--- src/rtl/hp_align_stage_pkg.sv ---
// Shared binary16 field widths and add-path class encodings used by the alignment stage.
package fp_pkg;

    localparam int HP_EXP_W   = 5;
    localparam int HP_FRAC_W  = 10;
    localparam int HP_EXP_MAX = 31;
    localparam int MANT_W     = 13;

    typedef enum logic [1:0] {
        CF_SPECIAL = 2'b00,
        CF_SUBN    = 2'b01,
        CF_NORM    = 2'b11
    } cf_e;

    // {hidden, frac, guard pair}; hidden is set for any non-zero exponent field
    function automatic logic [MANT_W-1:0] hp_mant(input logic [15:0] x);
        return {|x[14:10], x[9:0], 2'b00};
    endfunction

endpackage

--- src/rtl/hp_align_stage_if.sv ---
// Operand-in / aligned-out handshake bundle between the issue logic and the adder core.
interface hp_align_stage_if #(
    parameter int MANT_W = 13
);
    logic              in_valid;
    logic              in_ready;
    logic [15:0]       in_a;
    logic [15:0]       in_b;
    logic              in_op;
    logic              out_valid;
    logic              out_ready;
    logic [MANT_W-1:0] out_mant_big;
    logic [MANT_W-1:0] out_mant_small;
    logic [4:0]        out_exp_big;
    logic              out_sign_big;
    logic              out_sign_small;
    logic              out_sticky;
    logic [1:0]        out_cf;

    modport master (
        output in_valid, in_a, in_b, in_op, out_ready,
        input  in_ready, out_valid, out_mant_big, out_mant_small, out_exp_big,
               out_sign_big, out_sign_small, out_sticky, out_cf
    );

    modport slave (
        input  in_valid, in_a, in_b, in_op, out_ready,
        output in_ready, out_valid, out_mant_big, out_mant_small, out_exp_big,
               out_sign_big, out_sign_small, out_sticky, out_cf
    );
endinterface

--- src/rtl/hp_align_stage_shift.sv ---
// Combinational logical right shifter with sticky OR of every bit shifted out.
module hp_align_shift #(
    parameter int MANT_W  = 13,
    parameter int SHIFT_W = 4
) (
    input  logic [MANT_W-1:0]  mant_in,
    input  logic [SHIFT_W-1:0] shamt,
    output logic [MANT_W-1:0]  mant_out,
    output logic               sticky
);

    // Lower half catches the discarded bits so sticky is a single reduction
    logic [2*MANT_W-1:0] wide;

    always_comb begin
        wide = {mant_in, {MANT_W{1'b0}}} >> shamt;
    end

    assign mant_out = wide[2*MANT_W-1:MANT_W];
    assign sticky   = |wide[MANT_W-1:0];

endmodule

--- src/rtl/hp_align_stage.sv ---
// Two-stage binary16 operand alignment: classify and negate in S1, swap and shift in S2.
module hp_align_stage
    import fp_pkg::*;
#(
    parameter int MANT_W    = 13,
    parameter int SHIFT_MAX = 13
) (
    input  logic            clk,
    input  logic            rst_n,
    hp_align_stage_if.slave io
);

    function automatic logic [3:0] sat_shift(input logic signed [5:0] d);
        logic [5:0] mag;
        mag = d[5] ? 6'(-d) : 6'(d);
        if (mag > 6'(SHIFT_MAX)) return 4'(SHIFT_MAX);
        return mag[3:0];
    endfunction

    function automatic cf_e classify(input logic [4:0] ea, input logic [4:0] eb);
        if (ea == '0 && eb == '0) return CF_SUBN;
        if (ea == 5'(HP_EXP_MAX) || eb == 5'(HP_EXP_MAX)) return CF_SPECIAL;
        return CF_NORM;
    endfunction

    logic s1_adv, s2_adv, accept;

    logic                vld_p1;
    logic                sa_p1, sb_p1;
    logic [4:0]          ea_p1, eb_p1;
    logic [MANT_W-1:0]   mant_a_p1, mant_b_p1;
    logic signed [5:0]   diff_p1;
    cf_e                 cf_p1;

    logic                vld_p2;
    logic [MANT_W-1:0]   mant_big_p2, mant_small_p2;
    logic [4:0]          exp_big_p2;
    logic                sign_big_p2, sign_small_p2, sticky_p2;
    cf_e                 cf_p2;

    assign s2_adv      = !vld_p2 || io.out_ready;
    assign s1_adv      = !vld_p1 || s2_adv;
    assign accept      = io.in_valid && s1_adv;
    assign io.in_ready = s1_adv;

    // ---- S1: field split, subtract negation, exponent difference, class ----
    logic signed [5:0] diff_c;
    assign diff_c = $signed({1'b0, io.in_a[14:10]}) - $signed({1'b0, io.in_b[14:10]});

    always_ff @(posedge clk) begin
        if (!rst_n) begin
            vld_p1    <= 1'b0;
            sa_p1     <= 1'b0;
            sb_p1     <= 1'b0;
            ea_p1     <= '0;
            eb_p1     <= '0;
            mant_a_p1 <= '0;
            mant_b_p1 <= '0;
            diff_p1   <= '0;
            cf_p1     <= CF_SPECIAL;
        end else begin
            if (s1_adv) vld_p1 <= io.in_valid;
            if (accept) begin
                sa_p1     <= io.in_a[15];
                sb_p1     <= io.in_b[15] ^ io.in_op;
                ea_p1     <= io.in_a[14:10];
                eb_p1     <= io.in_b[14:10];
                mant_a_p1 <= hp_mant(io.in_a);
                mant_b_p1 <= hp_mant(io.in_b);
                diff_p1   <= diff_c;
                cf_p1     <= classify(io.in_a[14:10], io.in_b[14:10]);
            end
        end
    end

    // ---- S1 -> S2: operand swap (ties keep A as big) and shifter ----
    logic              swap_c;
    logic [MANT_W-1:0] mant_small_c, mant_shifted_c;
    logic              sticky_c;
    logic [3:0]        shamt_c;

    assign swap_c       = diff_p1[5];
    assign mant_small_c = swap_c ? mant_a_p1 : mant_b_p1;
    assign shamt_c      = sat_shift(diff_p1);

    hp_align_shift #(
        .MANT_W (MANT_W),
        .SHIFT_W(4)
    ) u_shift (
        .mant_in (mant_small_c),
        .shamt   (shamt_c),
        .mant_out(mant_shifted_c),
        .sticky  (sticky_c)
    );

    // ---- S2: aligned result register, held while downstream stalls ----
    always_ff @(posedge clk) begin
        if (!rst_n) begin
            vld_p2        <= 1'b0;
            mant_big_p2   <= '0;
            mant_small_p2 <= '0;
            exp_big_p2    <= '0;
            sign_big_p2   <= 1'b0;
            sign_small_p2 <= 1'b0;
            sticky_p2     <= 1'b0;
            cf_p2         <= CF_SPECIAL;
        end else if (s2_adv) begin
            vld_p2 <= vld_p1;
            if (vld_p1) begin
                mant_big_p2   <= swap_c ? mant_b_p1 : mant_a_p1;
                mant_small_p2 <= mant_shifted_c;
                exp_big_p2    <= swap_c ? eb_p1 : ea_p1;
                sign_big_p2   <= swap_c ? sb_p1 : sa_p1;
                sign_small_p2 <= swap_c ? sa_p1 : sb_p1;
                sticky_p2     <= sticky_c;
                cf_p2         <= cf_p1;
            end
        end
    end

    assign io.out_valid      = vld_p2;
    assign io.out_mant_big   = mant_big_p2;
    assign io.out_mant_small = mant_small_p2;
    assign io.out_exp_big    = exp_big_p2;
    assign io.out_sign_big   = sign_big_p2;
    assign io.out_sign_small = sign_small_p2;
    assign io.out_sticky     = sticky_p2;
    assign io.out_cf         = cf_p2;

endmodule
--- src/flat_wrapper.sv ---
// flat-port wrapper written by rule: the top's interface ports become plain ports
module hp_align_stage_flat import fp_pkg::*;
#(
    parameter int MANT_W    = 13,
    parameter int SHIFT_MAX = 13
)
  (clk, rst_n, io_in_valid, io_in_a, io_in_b, io_in_op, io_out_ready, io_in_ready, io_out_valid, io_out_mant_big, io_out_mant_small, io_out_exp_big, io_out_sign_big, io_out_sign_small, io_out_sticky, io_out_cf);
  hp_align_stage_if #(.MANT_W(MANT_W)) io_i ();
  input  logic clk;
  input  logic rst_n;
  input wire logic [$bits(io_i.in_valid)-1:0] io_in_valid;
  input wire logic [$bits(io_i.in_a)-1:0] io_in_a;
  input wire logic [$bits(io_i.in_b)-1:0] io_in_b;
  input wire logic [$bits(io_i.in_op)-1:0] io_in_op;
  input wire logic [$bits(io_i.out_ready)-1:0] io_out_ready;
  output wire logic [$bits(io_i.in_ready)-1:0] io_in_ready;
  output wire logic [$bits(io_i.out_valid)-1:0] io_out_valid;
  output wire logic [$bits(io_i.out_mant_big)-1:0] io_out_mant_big;
  output wire logic [$bits(io_i.out_mant_small)-1:0] io_out_mant_small;
  output wire logic [$bits(io_i.out_exp_big)-1:0] io_out_exp_big;
  output wire logic [$bits(io_i.out_sign_big)-1:0] io_out_sign_big;
  output wire logic [$bits(io_i.out_sign_small)-1:0] io_out_sign_small;
  output wire logic [$bits(io_i.out_sticky)-1:0] io_out_sticky;
  output wire logic [$bits(io_i.out_cf)-1:0] io_out_cf;
  assign io_i.in_valid = io_in_valid;
  assign io_i.in_a = io_in_a;
  assign io_i.in_b = io_in_b;
  assign io_i.in_op = io_in_op;
  assign io_i.out_ready = io_out_ready;
  assign io_in_ready = io_i.in_ready;
  assign io_out_valid = io_i.out_valid;
  assign io_out_mant_big = io_i.out_mant_big;
  assign io_out_mant_small = io_i.out_mant_small;
  assign io_out_exp_big = io_i.out_exp_big;
  assign io_out_sign_big = io_i.out_sign_big;
  assign io_out_sign_small = io_i.out_sign_small;
  assign io_out_sticky = io_i.out_sticky;
  assign io_out_cf = io_i.out_cf;
  hp_align_stage #(.MANT_W(MANT_W), .SHIFT_MAX(SHIFT_MAX)) u_core (.clk(clk), .rst_n(rst_n), .io(io_i));
endmodule
--- config.mk ---
export PLATFORM = sky130hd
export DESIGN_NAME = hp_align_stage_flat
export DESIGN_NICKNAME = d
export VERILOG_FILES = /design/src/rtl/hp_align_stage_pkg.sv /design/src/rtl/hp_align_stage_if.sv /design/src/rtl/hp_align_stage_shift.sv /design/src/rtl/hp_align_stage.sv /design/src/flat_wrapper.sv
export SDC_FILE = /design/constraint.sdc
export NUM_CORES = 1
export LEC_CHECK = 0
export CAP_MARGIN = 10
export CORE_ASPECT_RATIO = 1.25
export CORE_MARGIN = 3
export CORE_UTILIZATION = 31
export DETAILED_ROUTE_END_ITERATION = 12
export PLACE_DENSITY_LB_ADDON = 0.3
export SYNTH_ARGS = -nofsm -noshare
export SYNTH_HDL_FRONTEND = slang
export SYNTH_SLANG_ARGS = --single-unit
--- constraint.sdc ---
create_clock -name clk -period 8.9 [get_ports clk]
set_input_delay 1.78 -clock clk [delete_from_list [all_inputs] [get_ports clk]]
set_output_delay 1.78 -clock clk [all_outputs]
set_load 0.1 [all_outputs]
**Yosys cells after proc, flatten, opt, wreduce, memory -nomap -nowiden**

Cells that the tools add are included.

- Equal/unequal tests: 2
- Multipliers: 0
- $add $sub $neg: 2
- Shifts and indexed selects: 1
- Reduce and logical (&&, ||, !) cells: 13
- Muxes and demuxes: 20
- Bitwise operators: 1
- Divide/modulo/power cells: 0
- Magnitude comparators: 1

Operators with widths:

| operator | count |
|---|---|
| $mux W13 | 2 |
| $shr A26 B4 Y26 | 1 |
| $reduce_or A13 Y1 | 1 |
| $eq A5 B5 Y1 const B | 2 |
| $logic_not A5 Y1 | 2 |
| $mux W1 | 10 |
| $reduce_or A5 Y1 | 2 |
| $mux W2 | 4 |
| $mux W4 | 2 |
| $gt A6 B4 Y1 const B | 1 |
| $mux W6 | 1 |
| $neg A6 Y6 | 1 |
| $sub A5 B5 Y6 | 1 |
| $mux W5 | 1 |
| $logic_or A1 B1 Y1 | 3 |
| $logic_and A1 B1 Y1 | 2 |
| $logic_not A1 Y1 | 2 |
| $reduce_and A2 Y1 | 1 |
| $xor A1 B1 Y1 | 1 |

- Memories: 0
- Memory bits (writable): 0
- Word-level logic and storage cells: 57
- Bits in registers: 80
- ROM bits: 0
- Latch bits: 0

**Depth between registers and ports, before layout**

- Depth after elaboration: 11
- Depth in mapped cells: 16
- Gate-level depth less buffers: 11

**Modules after synthesis**

Synthesis repeated with hierarchy kept, for this count alone.

- Cell total of the unflattened synthesis: 501
- Area, all modules: 4154.0 um^2

By module, submodules not included:

| module | area an instance (um^2) | cells an instance | seq. area each (um^2) | instances |
|---|---|---|---|---|
| hp_align_stage | 3409.5 | 409 | 1561.5 | 1 |
| hp_align_shift | 744.5 | 92 | 0.0 | 1 |

**Worst setup path before layout**

OpenSTA, ideal clock, no wires.

- Kind: input to output
- From: input port io_out_ready
- To: output port io_in_ready
- Stages: 2
- Arrival: 2.595 ns
- Path buffers: 0
- Setup slack: 4.525 ns
- Cells stage by stage: nor2b_1 -> nand2_1

- Cells in the longest elaborated chain, start to end: 2

RTL lines:

| element | line | text |
|---|---|---|
| start: declaration | flat_wrapper.sv:15 | `input wire logic [$bits(io_i.out_ready)-1:0] io_out_ready;` |
| $logic_or A1 B1 Y1 | hp_align_stage.sv:41 | `assign s2_adv = !vld_p2 \|\| io.out_ready;` |
| $logic_or A1 B1 Y1 | hp_align_stage.sv:42 | `assign s1_adv = !vld_p1 \|\| s2_adv;` |
| end: declaration | flat_wrapper.sv:16 | `output wire logic [$bits(io_i.in_ready)-1:0] io_in_ready;` |

Every way passes these cells.

**Worst setup path in the final report**

Ends and elaborated chain as after synthesis.

==> qor.txt <==
buffer type at the clock tree root: clkbuf_16
RSZ-0062 raised after global routing: no
Final GP Congestion: 0.9028
CP Data Required Time: 7120 ps
total chip power: 1.045 mW
register area share after synthesis: 0.3546
Netlist cell types: 60
placed inst area: 5200 µm²
final setup fails: 0
PortBufs: 72
Final Util: 0.3939
setup fix buffers added after clock tree synthesis: 0
area delta synth->final: 24.13%
top cells by count, synth: 113 x nand2_1, 78 x dfxtp_1, 36 x a21boi_0
synth top area cells: dfxtp_1 35%, nand2_1 9.6%, a21boi_0 6.1%, mux2i_1 5.2%, o211a_1 5.2%
core region area: 13870 µm²
routed wire length per instance: 16.02 µm
Final Cycle Share: 0.6058
TritonCTS Buffers: 9
share of cells above drive strength 1: 0.06175
crit path cell chain: clkdlybuf4s50_1 -> nor2b_1 -> nand2_1 -> clkdlybuf4s50_1
I/O pins: 75
Antenna Cells: 0
fin area: 5465 µm²
Syn Area/Cell: 8.276 µm²
peak supply drop: 0.00008566 V
async set-reset flop share out of synthesis: 0
Power Density: 191.3 nW/µm²
fin nets: 623
initial antenna violation count: 0
CTS H-tree lvls: 3
status: complete, no violations
Post-synth EDFFs: 0
leading area contributor after synthesis: dfxtp_1
DP Cell Count: 743
Worst path max stage delay: 990 ps
Longest Clk Path Bufs: 2
DIE AREA: 15680 µm²
worst-margin pin slew: 999.3 ps
cts-stage hold buffer count: 0
std cell rows: 48
fill count: 1404
FF+latch area: 1563 µm²
Max Cap Viol: 0
most numerous cell in the Yosys netlist: nand2_1
WP buf/inv: 2
clk sink count: 78
Leakage Power: 2.171 nW
Yosys reg bits: 78
Vias: 4039
multi-input logic area: 2616 µm²
Tot GR Track Use: 0.1576
DRC: 0
CP endpoint kind: output port
CP most frequent cell: clkdlybuf4s50_1
largest net degree at the start of global routing: 79
crit path kind: in -> out
top cell type's share of synthesized area: 0.3546
DR pass1 iterations: 5
cts repair resizes: 0
total wire length: 12.14 mm
CTS clk-pin slew, worst paths: 60 ps
Post-synth top flop: dfxtp_1
Die W: 112.6 µm
antenna violation net count after detailed routing: 0
worst min path class: reg -> reg
Iteration-0 DRC Markers: 279
Warnings, synthesis: 0
Startpoint Class: primary input
Fin Setup TNS: 0 ps
Initial Util: 0.3174
clk_lat worst skew: 350 ps
mapped cell area: 4403 µm²
vias per cell: 5.328
arrival time at the worst endpoint: 3610 ps
CP top delay family: buffers and inverters
CTS tree: built
Die H: 139.2 µm
Max Slew Vio Count: 0
Crit Path Max Fanout: 5
endpoints failing hold: 0
GR Overflow Total: 0
slowest CP cell: clkdlybuf4s50_1
Slew HR: 0.3317
HPWL Detailed: 8.847 mm
vias in the first global route: 3932
global-route wire length before repair: 20.00 mm
fmax: 185.5 MHz
Post-Synthesis Cells: 532
Finished Layout Cells: 758
shortest period the worst path allows: 5391 ps
Clock Skew: 7.376 ps
-- logic make-up after synthesis --
family,Yosys count,synth area share
other,1,0.0008517
muxes,30,0.08724
xor gates and xnor gates,6,0.01194
adders and majority gates,7,0.02160
DFF,78,0.3546
and+or+nand+nor,193,0.2009
buffers and inverters,55,0.05428
AOI/OAI and AO/OA,162,0.2685
-- sequential cells by signal (all words and copies together), names as in the netlist --
| signal | count |
|---|---|
| u_core.vld_p1 | 1 |
| u_core.io.out_sticky | 1 |
| u_core.eb_p1 | 5 |
| u_core.mant_a_p1 | 11 |
| u_core.io.out_mant_big | 11 |
| u_core.io.out_exp_big | 5 |
| u_core.sa_p1 | 1 |
| u_core.mant_b_p1 | 11 |
| u_core.io.out_valid | 1 |
| u_core.io.out_mant_small | 13 |
| u_core.io.out_sign_small | 1 |
| u_core.diff_p1 | 6 |
| u_core.io.out_sign_big | 1 |
| u_core.ea_p1 | 5 |
| u_core.sb_p1 | 1 |
| u_core.cf_p1 | 2 |
| u_core.io.out_cf | 2 |
-- placed cells by master, fill, tap and decap left out, drive strengths merged, types with 4 or more instances in the layout --
| cell | count |
|---|---|
| mux2i | 23 |
| buf | 6 |
| mux4 | 6 |
| nor2b | 17 |
| inv | 14 |
| xnor2 | 4 |
| ha | 6 |
| and2 | 8 |
| nand2b | 5 |
| nand2 | 114 |
| nand4 | 5 |
| nand3 | 13 |
| a21boi | 36 |
| a21oi | 23 |
| a31oi | 6 |
| clkbuf | 10 |
| o211ai | 5 |
| a22oi | 9 |
| o211a | 23 |
| nor3 | 5 |
| o21ai | 30 |
| nor2 | 16 |
| clkdlybuf4s50 | 71 |
| dfxtp | 78 |
-- power breakdown --
part	leakage (nW)	total [mW]	internal, mW	switching, mW
logic	1.41	0.318	0.106	0.212
clock network	0.121	0.333	0.187	0.146
registers	0.642	0.394	0.372	0.0219
-- metrics by stage --
stage	hold slack (ps)	worst slack (ps)
after floorplan	437.8	4525
after global placement	454.1	3554
after detailed placement	458.4	3504
after CTS	466.6	3503
after global routing	478.9	3435
final	461.6	3509
-- per-layer routing --
metal  GRT usage  vias up  wire [µm]
met5           0        -          0
met1      0.1771     1931       4954
met3     0.02827       25        414
met4     0.08354        0        502
li1            -     1991          -
met2      0.2797       92       6272
-- layout make-up --
class	instances	share of cell area
well taps	175	0.04006
inverters	13	0.008929
clock inverters	5	0.006639
clock buffers	10	0.04190
repair buffers	77	0.1378
multi-input cells	400	0.4787
flip-flops and latches	78	0.2859
-- worst register-to-register path, delay by kind of cell (launching register included) --
kind	cells	cell delay (ps)
adders and majority gates	1	450
DFF	1	950
buffers and inverters	1	470
and+or+nand+nor	4	1090
AOI/OAI and AO/OA	5	1680
-- final timing paths --
check	cells after the start	startpoint	slack, ps	endpoint
max	4	io_out_ready	3510	io_in_ready
min	2	u_core.io.out_cf[0]	460	u_core.io.out_cf[0]
max reg2reg	11	u_core.diff_p1[0]	4140	u_core.io.out_sticky
min reg2reg	2	u_core.io.out_cf[0]	460	u_core.io.out_cf[0]
Note: power is estimated with default switching activity, not from simulation.
